===== src/rtl/key_hex_counter_n.sv =====
// key_hex_counter_n: debounced active-low push keys driving per-channel
// 4-bit up/down counters, each shown on an active-low 7-segment hex digit.
module key_hex_counter_n #(
  parameter int unsigned CHANNELS        = 4,
  parameter int unsigned DEBOUNCE_CYCLES = 250000
) (
  input  logic                  clk,
  input  logic                  rst_n,
  input  logic [CHANNELS-1:0]   key,
  input  logic [1:0]            SW,
  output logic [7*CHANNELS-1:0] hex,
  output logic [CHANNELS-1:0]   press_pulse
);

  localparam int unsigned DW = (DEBOUNCE_CYCLES + 1 > 1) ? $clog2(DEBOUNCE_CYCLES + 1) : 1;
  localparam logic [DW-1:0] DLAST = DW'(DEBOUNCE_CYCLES - 1);

  // Active-low glyph table, segments {g,f,e,d,c,b,a}
  function automatic logic [6:0] f_glyph(input logic [3:0] v);
    logic [6:0] seg;
    seg = 7'b1000000;
    case (v)
      4'h0: seg = 7'b1000000;
      4'h1: seg = 7'b1111001;
      4'h2: seg = 7'b0100100;
      4'h3: seg = 7'b0110000;
      4'h4: seg = 7'b0011001;
      4'h5: seg = 7'b0010010;
      4'h6: seg = 7'b0000010;
      4'h7: seg = 7'b1111000;
      4'h8: seg = 7'b0000000;
      4'h9: seg = 7'b0010000;
      4'hA: seg = 7'b0001000;
      4'hB: seg = 7'b0000011;
      4'hC: seg = 7'b1000110;
      4'hD: seg = 7'b0100001;
      4'hE: seg = 7'b0000110;
      4'hF: seg = 7'b0001110;
      default: seg = 7'b1000000;
    endcase
    return seg;
  endfunction

  for (genvar c = 0; c < int'(CHANNELS); c++) begin : g_ch
    logic          r_sync1;
    logic          r_sync2;
    logic          r_stable;
    logic [DW-1:0] r_dcnt;
    logic [3:0]    r_val;
    logic          r_pulse;
    logic          w_differ;
    logic          w_accept;
    logic          w_press;

    // Debounce decision: accept a level change after DEBOUNCE_CYCLES differing cycles
    always_comb begin
      w_differ = 1'b0;
      w_accept = 1'b0;
      w_press  = 1'b0;
      w_differ = (r_sync2 != r_stable);
      w_accept = w_differ && (r_dcnt == DLAST);
      w_press  = w_accept && r_stable;
    end

    // Two-flop synchroniser for the asynchronous key
    always_ff @(posedge clk or negedge rst_n) begin
      if (!rst_n) begin
        r_sync1 <= 1'b1;
        r_sync2 <= 1'b1;
      end else begin
        r_sync1 <= key[c];
        r_sync2 <= r_sync1;
      end
    end

    // Stable level and debounce counter; any bounce back restarts the count
    always_ff @(posedge clk or negedge rst_n) begin
      if (!rst_n) begin
        r_stable <= 1'b1;
        r_dcnt   <= '0;
      end else if (w_accept) begin
        r_stable <= r_sync2;
        r_dcnt   <= '0;
      end else if (w_differ) begin
        r_dcnt   <= r_dcnt + DW'(1);
      end else begin
        r_dcnt   <= '0;
      end
    end

    // One-cycle strobe on each accepted press (released -> pressed)
    always_ff @(posedge clk or negedge rst_n) begin
      if (!rst_n) begin
        r_pulse <= 1'b0;
      end else begin
        r_pulse <= w_press;
      end
    end

    // Counter: clear wins over a press; otherwise step in SW[0] direction
    always_ff @(posedge clk or negedge rst_n) begin
      if (!rst_n) begin
        r_val <= 4'd0;
      end else if (SW[1]) begin
        r_val <= 4'd0;
      end else if (w_press) begin
        r_val <= SW[0] ? (r_val - 4'd1) : (r_val + 4'd1);
      end
    end

    assign press_pulse[c]  = r_pulse;
    assign hex[7*c +: 7]   = f_glyph(r_val);
  end

endmodule


===== config.mk =====
export PLATFORM = sky130hd
export DESIGN_NAME = key_hex_counter_n
export DESIGN_NICKNAME = d
export VERILOG_FILES = /design/src/rtl/key_hex_counter_n.sv
export SDC_FILE = /design/constraint.sdc
export NUM_CORES = 1
export LEC_CHECK = 0
export ABC_CLOCK_PERIOD_IN_PS = 4900
export BUFFER_PORTS_ARGS = -buffer_cell sky130_fd_sc_hd__buf_2
export CORE_UTILIZATION = 30
export DETAILED_ROUTE_END_ITERATION = 8
export PLACE_DENSITY = 0.47
export SYNTH_ARGS = -nofsm -noshare
export SYNTH_HDL_FRONTEND = slang
export SYNTH_SLANG_ARGS = --single-unit

===== constraint.sdc =====
create_clock -name clk -period 4.9 [get_ports clk]
set_input_delay 0.245 -clock clk [delete_from_list [all_inputs] [get_ports clk]]
set_output_delay 0.245 -clock clk [all_outputs]
set_load 0.005 [all_outputs]

==> results.sh, run 1 <==
export IMPL_placement_io_buffers=39
export IMPL_row_count=52
export IMPL_outcome="finished clean"
export IMPL_finalWorstSetupSlack_ns=2.53
export IMPL_timing_final_crit_period_ns=2.37
export IMPL_num_io_pins=40
export IMPL_count_of_non_filler_cells_in_the_finished_layout=966
export IMPL_post_route_cell_area_um2=7050
export IMPL_post_route_util_pct=34.6
export IMPL_synth_distinct_cells=51
export IMPL_clk_insertion_delay_late_ns=0.35
export IMPL_syn2layout_area_growth_pct=12.3
export IMPL_numPlacedInstances=945
export IMPL_clkSinkCount=104
export IMPL_die_w_um=147
export IMPL_post_dp_hpwl_um=9290
export IMPL_cp_startpoint="g_ch[1].r_val[1]"
export IMPL_timing_critical_path_from_type="flop"
export IMPL_grt_antenna_before_repair=0
export IMPL_timing_final_setup_violations=0
export IMPL_static_leakage_power_nw=2.88
export IMPL_synth_edf_count=0
export IMPL_clock_root_buffer="sky130_fd_sc_hd__clkbuf_16"
export IMPL_htree_num_levels=3
export IMPL_clk_pin_slew_worst_paths_ns=0.08
export IMPL_drtIter0Drc=379
export IMPL_tightestPinTransition_ns=0.763
export IMPL_cap_viol_max_count=0
export IMPL_critPathRequiredTime_ns=4.66
export IMPL_mappedNetlistNets=704
export IMPL_core_um2=20400
export IMPL_cts_setup_buffers=0
export IMPL_synthesis_instances=656
export IMPL_yosys_top_cells_area="sky130_fd_sc_hd__dfrtp_1, sky130_fd_sc_hd__ha_1, sky130_fd_sc_hd__nor2_1"
export IMPL_post_place_setup_slack_ns=2.54
export IMPL_final_layout_size_suffix_gt1_share_pct=13.2
export IMPL_route_final_wire_length_um=13200
export IMPL_cellInternalPower_mw=1.26
export IMPL_die_height_um=147
export IMPL_grt_first_pass_wirelength_um=23200
export IMPL_tritoncts_clock_tree="yes"
export IMPL_detail_route_drc_violations=0
export IMPL_finalSetupTns_ns=0
export IMPL_grt_setup_unrepaired="false"
export IMPL_mappedNetlistArea_um2=6280
export IMPL_vdd_ir_drop_max_uv=144
export IMPL_crit_reg2reg_launch="g_ch[1].r_dcnt[0]"
export IMPL_hold_violations=0
export IMPL_power_frac_clock_pct=42.5
export IMPL_finalClockSkew_ns=0.00767
export IMPL_dpl_instance_area_um2=6720
export IMPL_via_count_of_the_first_global_routing_pass=4879
export IMPL_num_vias=4933
export IMPL_crit_path_end_kind="output port"
export IMPL_timing_max_transition_violations_final=0
export IMPL_worstPathArrival_ns=2.13
export IMPL_hold_path_class="input port to flop"
export IMPL_diodes=0
export IMPL_p_sw_share_pct=24.0
export IMPL_netlist_area_leader_share_pct=36.7
export IMPL_p_comb_share_pct=4.1
export IMPL_worstSetupPathType="flop to output port"
export IMPL_slew_headroom_pct=49.1
export IMPL_ys_ff_latch=104
export IMPL_gp_congestion=0.799
export IMPL_drt_pass1_iterations=4
export IMPL_via_per_inst=5.11
export IMPL_power_density_nw_per_um2=235
export IMPL_dominantRegCellSynth="sky130_fd_sc_hd__dfrtp_1"
export IMPL_maximum_number_of_pins_on_one_net_before_global_route_repair=54
export IMPL_dieArea_um2=21500
export IMPL_ys_seq_area_share_pct=41.7
export IMPL_synth_avg_cell_area_um2=9.57
export IMPL_detail_route_wl_per_cell_um=13.7
export IMPL_tritoncts_num_buffers=9
export IMPL_synth_yosys_warnings=0
export IMPL_grt_usage_pct=13.0
export IMPL_p_sw_mw=0.397
export IMPL_finalNetCount=739
export IMPL_holdCritStartpoint="SW[1]"
export IMPL_totalPowerFinal_mw=1.65
export IMPL_hold_slack_ns=0.350
export IMPL_route_antenna_remaining_nets=0
export IMPL_worstPathMaxFanout=8
export IMPL_achievable_frequency_mhz=421
export IMPL_initial_core_util_pct=30.8
export IMPL_fin_crit_sh_pct=48.4
export IMPL_power_frac_seq_pct=53.4
export IMPL_cts_buffer_depth=2
export IMPL_grt_ovf=0
export IMPL_synth_largest_area_cell="sky130_fd_sc_hd__dfrtp_1"
export IMPL_async_reset_ff_share_pct=100
## final timing paths
kind / slack, ns / cells after the start / to
min: 0.35 / 2 / g_ch[2].r_val[0]
min in group asynchronous: 0.47 / 2 / g_ch[3].r_val[2]
min reg2reg: 0.36 / 0 / g_ch[3].r_sync2
max: 2.53 / 6 / hex[7]
max in group asynchronous: 3.27 / 3 / g_ch[0].r_val[0]
max reg2reg: 2.57 / 5 / g_ch[1].r_dcnt[14]
## repair_timing
item | CTS | global route
hold endpoints to repair | 47 | 0
resized for setup | 0 | 0
hold buffers | 5 | 0
## logic make-up after synthesis
| group | after synthesis | synth area share [%] |
|---|---|---|
| adders and majority gates | 40 | 8.45 |
| muxes | 25 | 4.94 |
| buffers and inverters | 49 | 3.45 |
| AOI/OAI and AO/OA | 95 | 9.17 |
| and+or+nand+nor | 288 | 24.6 |
| DFF | 104 | 41.7 |
| xor gates and xnor gates | 55 | 7.67 |
## critical path: stages, from the launching register on
cell                      delay [ns]
sky130_fd_sc_hd__dfrtp_1        0.48
sky130_fd_sc_hd__inv_1          0.16
sky130_fd_sc_hd__ha_1           0.26
sky130_fd_sc_hd__nor2b_1        0.08
sky130_fd_sc_hd__or3b_2         0.46
sky130_fd_sc_hd__o21ai_0        0.13
sky130_fd_sc_hd__buf_2          0.19
## cell usage after synthesis, types with 3 or more instances
library cell / instances
sky130_fd_sc_hd__nand4_1: 29
sky130_fd_sc_hd__xnor2_1: 30
sky130_fd_sc_hd__nand2b_1: 3
sky130_fd_sc_hd__nor4_1: 19
sky130_fd_sc_hd__nand3_1: 34
sky130_fd_sc_hd__clkbuf_1: 15
sky130_fd_sc_hd__mux2_2: 8
sky130_fd_sc_hd__a21oi_1: 35
sky130_fd_sc_hd__dfstp_2: 12
sky130_fd_sc_hd__a22o_1: 6
sky130_fd_sc_hd__ha_1: 36
sky130_fd_sc_hd__nor2b_1: 16
sky130_fd_sc_hd__o31ai_1: 9
sky130_fd_sc_hd__mux2i_1: 13
sky130_fd_sc_hd__and3_1: 9
sky130_fd_sc_hd__dfrtp_1: 92
sky130_fd_sc_hd__or3_1: 15
sky130_fd_sc_hd__inv_1: 26
sky130_fd_sc_hd__a21boi_0: 3
sky130_fd_sc_hd__nand2_1: 28
sky130_fd_sc_hd__and4_1: 7
sky130_fd_sc_hd__o22ai_1: 5
sky130_fd_sc_hd__nor3_1: 6
sky130_fd_sc_hd__mux4_2: 4
sky130_fd_sc_hd__a32o_1: 3
sky130_fd_sc_hd__o21ai_0: 29
sky130_fd_sc_hd__or4_1: 9
sky130_fd_sc_hd__nor2_1: 89
sky130_fd_sc_hd__buf_4: 4
sky130_fd_sc_hd__xor2_1: 25
sky130_fd_sc_hd__and2_1: 3
sky130_fd_sc_hd__and3b_1: 3
sky130_fd_sc_hd__fa_1: 4
## cells in the final DEF, fill, tap and decap left out, types with 15 or more instances in the layout
cell / n
sky130_fd_sc_hd__a21oi_1: 35
sky130_fd_sc_hd__nor2b_1: 16
sky130_fd_sc_hd__nor2_1: 89
sky130_fd_sc_hd__ha_1: 36
sky130_fd_sc_hd__or3_1: 15
sky130_fd_sc_hd__xnor2_1: 30
sky130_fd_sc_hd__nand4_1: 29
sky130_fd_sc_hd__o21ai_0: 29
sky130_fd_sc_hd__buf_2: 38
sky130_fd_sc_hd__nand3_1: 34
sky130_fd_sc_hd__xor2_1: 25
sky130_fd_sc_hd__nor4_1: 19
sky130_fd_sc_hd__nand2_1: 28
sky130_fd_sc_hd__dfrtp_1: 92
sky130_fd_sc_hd__inv_1: 26
## power groups by stage
stage               Sequential (mW)  Clock, mW  Combinational, mW
global placement              0.900          0             0.0660
CTS                           0.883      0.731             0.0709
finish                        0.883      0.704             0.0677
detailed placement            0.900          0             0.0675
global route                  0.885      0.757             0.0796
floorplan                     0.896          0             0.0349
## state kept, by name (all words and copies together) (netlist names)
name,count
g_ch.r_dcnt,72
g_ch.r_val,16
g_ch.r_pulse,4
g_ch.r_sync1,4
g_ch.r_stable,4
g_ch.r_sync2,4
## metal layers
layer,global-route usage (%),vias to the layer above,wire [um]
li1,-,2421,-
met4,4.64,0,177
met5,0,-,0
met1,17.0,2421,6460
met3,2.50,12,407
met2,21.4,79,6140
## layout make-up
type | count | area (um2)
Fill cell | 2065 | 13300
Inverter | 26 | 97.6
Clock inverter | 5 | 41.3
Tap cell | 270 | 338
Sequential cell | 104 | 2620
Timing Repair Buffer | 47 | 270
Multi-Input combinational cell | 503 | 3440
Clock buffer | 11 | 243
No activity file was read; power rests on OpenSTA's default activity.
==> inputs of run 2 (changes only) <==
--- a/config.mk
+++ b/config.mk
@@ -5,7 +5,7 @@
 export SDC_FILE = /design/constraint.sdc
 export NUM_CORES = 1
 export LEC_CHECK = 0
-export ABC_CLOCK_PERIOD_IN_PS = 4900
+export ABC_CLOCK_PERIOD_IN_PS = 2200
 export BUFFER_PORTS_ARGS = -buffer_cell sky130_fd_sc_hd__buf_2
 export CORE_UTILIZATION = 30
 export DETAILED_ROUTE_END_ITERATION = 8
==> constraint.sdc (replaced) <==
create_clock -name clk -period 2.2 [get_ports clk]
set_input_delay 0.11 -clock clk [delete_from_list [all_inputs] [get_ports clk]]
set_output_delay 0.11 -clock clk [all_outputs]
set_load 0.005 [all_outputs]
==> run 2 against run 1 <==
Effect of this change: via count is 0.49% higher; clock skew grew 0.0042 ns; cell count is 2.5% higher; critical endpoint is now g_ch[3].r_val[3]; combinational power up 150%; setup slack lost 2.4 ns; first-iteration DRC count is 26% lower; clock-buffer cell count decreased by 2; largest cell class unchanged.
==> results.sh, run 2 (synthesis results as in run 1) <==
export IMPL_hold_path_class="input port to flop"
export IMPL_seqCellArea_um2=2630
export IMPL_clk_insertion_delay_late_ns=0.36
export IMPL_detail_route_wl_per_cell_um=13.8
export IMPL_p_sw_share_pct=24.4
export IMPL_cts_buffer_depth=2
export IMPL_critPathTopFamily="simple AND/OR/NAND/NOR gates"
export IMPL_drtIter0Drc=279
export IMPL_max_flop_register="g_ch.r_dcnt"
export IMPL_tritoncts_num_buffers=9
export IMPL_route_final_wire_length_um=13700
export IMPL_tightestPinTransition_ns=0.524
export IMPL_hold_violations=0
export IMPL_worstPathMaxFanout=3
export IMPL_route_antenna_remaining_nets=0
export IMPL_critical_path_cell_chain="or4_4, or4b_1, and4bb_2, mux2_2"
export IMPL_via_per_inst=5.01
export IMPL_final_layout_size_suffix_gt1_share_pct=17.5
export IMPL_fin_crit_sh_pct=95.6
export IMPL_timing_final_crit_period_ns=2.10
export IMPL_crit_slowest_cell="sky130_fd_sc_hd__or4_4"
export IMPL_layout_top_registers="g_ch.r_dcnt (72), g_ch.r_val (16)"
export IMPL_cts_setup_buffers=0
export IMPL_grt_usage_pct=13.3
export IMPL_highest_count_cells_in_the_layout_ignoring_fill_and_taps="sky130_fd_sc_hd__nor2_1, sky130_fd_sc_hd__dfrtp_1, sky130_fd_sc_hd__buf_2, sky130_fd_sc_hd__a21oi_1"
export IMPL_finalNetCount=763
export IMPL_clk_pin_slew_worst_paths_ns=0.08
export IMPL_dieArea_um2=21500
export IMPL_finalClockSkew_ns=0.0119
export IMPL_drt_pass1_iterations=4
export IMPL_detail_route_drc_violations=0
export IMPL_cp_slowest_stage_delay_ns=0.54
export IMPL_outcome="finished clean"
export IMPL_worstSetupPathType="flop to flop"
export IMPL_grt_setup_unrepaired="false"
export IMPL_num_vias=4957
export IMPL_largest_reg_flops=72
export IMPL_power_frac_seq_pct=53.5
export IMPL_crit_path_end_kind="flop"
export IMPL_count_of_non_filler_cells_in_the_finished_layout=990
export IMPL_finalSetupTns_ns=0
export IMPL_post_dp_hpwl_um=9880
export IMPL_grt_ovf=0
export IMPL_die_height_um=147
export IMPL_tritoncts_clock_tree="yes"
export IMPL_critPathRequiredTime_ns=2.45
export IMPL_worstPathArrival_ns=2.35
export IMPL_num_io_pins=40
export IMPL_grt_first_pass_wirelength_um=23600
export IMPL_cellInternalPower_mw=2.78
export IMPL_power_frac_clock_pct=42.0
export IMPL_syn2layout_area_growth_pct=16.1
export IMPL_static_leakage_power_nw=3.01
export IMPL_clkSinkCount=104
export IMPL_worstPathBufferInverterCount=0
export IMPL_timing_max_transition_violations_final=0
export IMPL_vdd_ir_drop_max_uv=321
export IMPL_timing_critical_path_from_type="flop"
export IMPL_placement_io_buffers=39
export IMPL_power_density_nw_per_um2=504
export IMPL_die_w_um=147
export IMPL_p_comb_share_pct=4.5
export IMPL_via_count_of_the_first_global_routing_pass=4951
export IMPL_cap_viol_max_count=0
export IMPL_diodes=0
export IMPL_clock_root_buffer="sky130_fd_sc_hd__clkbuf_16"
export IMPL_layout_cells_most_common="sky130_fd_sc_hd__nor2_1"
export IMPL_gp_congestion=0.822
export IMPL_htree_num_levels=3
export IMPL_core_um2=20400
export IMPL_row_count=52
export IMPL_timing_final_setup_violations=0
export IMPL_p_sw_mw=0.896
export IMPL_achievable_frequency_mhz=475
export IMPL_multiInputGateArea_um2=3470
export IMPL_slew_headroom_pct=65.1
export IMPL_num_fill_cells=2076
export IMPL_grt_antenna_before_repair=0
export IMPL_initial_core_util_pct=30.8
export IMPL_numPlacedInstances=969
export IMPL_maximum_number_of_pins_on_one_net_before_global_route_repair=47
run 2: path summary, 6_finish.rpt:
| path | startpoint | endpoint | slack, ns | cells after the start |
|---|---|---|---|---|
| worst max register to register | g_ch[3].r_dcnt[4] | g_ch[3].r_val[3] | 0.1 | 4 |
| worst min-delay path | SW[1] | g_ch[2].r_val[1] | 0.21 | 2 |
| max in group asynchronous | rst_n | g_ch[3].r_stable | 1.19 | 3 |
| worst min register to register | g_ch[1].r_sync1 | g_ch[1].r_sync2 | 0.36 | 0 |
| worst max-delay path | g_ch[3].r_dcnt[4] | g_ch[3].r_val[3] | 0.1 | 4 |
| min in group asynchronous | rst_n | g_ch[3].r_val[2] | 0.25 | 2 |
run 2: cell type report:
cell class / count / area share [%]
Clock buffer: 9 / 3.09
Clock inverter: 7 / 0.721
Inverter: 26 / 1.34
Multi-Input combinational cell: 503 / 47.5
Sequential cell: 104 / 36.0
Tap cell: 270 / 4.63
Timing Repair Buffer: 71 / 6.69
run 2: routing by layer:
metal / wire, um / GRT usage, % / part of all wire [%] / vias up
met1: 6520 / 17.2 / 48 / 2424
met5: 0 / 0 / 0 / -
met3: 303 / 1.75 / 2.2 / 14
li1: - / - / - / 2459
met2: 6570 / 22.3 / 48 / 60
met4: 267 / 5.57 / 2.0 / 0
run 2: repair_timing:
item                       CTS  global route
hold buffers                 5             0
setup endpoints to repair    3             6
gates resized for setup      3             7
hold endpoints to repair    37             0
run 2: power groups by stage:
stage / clock, mW / sequential [mW] / combinational, mW
finish: 1.54 / 1.97 / 0.167
detailed placement: 0 / 2.00 / 0.166
global route: 1.66 / 1.97 / 0.194
CTS: 1.60 / 1.97 / 0.174
global placement: 0 / 2.00 / 0.163
floorplan: 0 / 2.00 / 0.0777
run 2: worst reg2reg max path, delay by kind of cell, from the launching register on:
kind / cells / cell delay, ns
flip-flops: 1 / 0.38
AND/OR/NAND/NOR: 3 / 1.31
multiplexers: 1 / 0.32
run 2: per-stage QoR:
stage	power [mW]	instance area, um2	utilization (%)	setup slack (ns)	hold slack, ns
2_1_floorplan	2.07	6280	-	0.101	-0.186
3_3_place_gp	2.17	6940	34.1	0.0853	0.119
6_report	3.68	7290	35.8	0.0969	0.211
4_1_cts	3.74	7270	35.7	0.0113	0.204
3_5_place_dp	2.17	6940	34.1	0.0923	0.119
5_1_grt	3.82	7290	35.8	0.00430	0.234
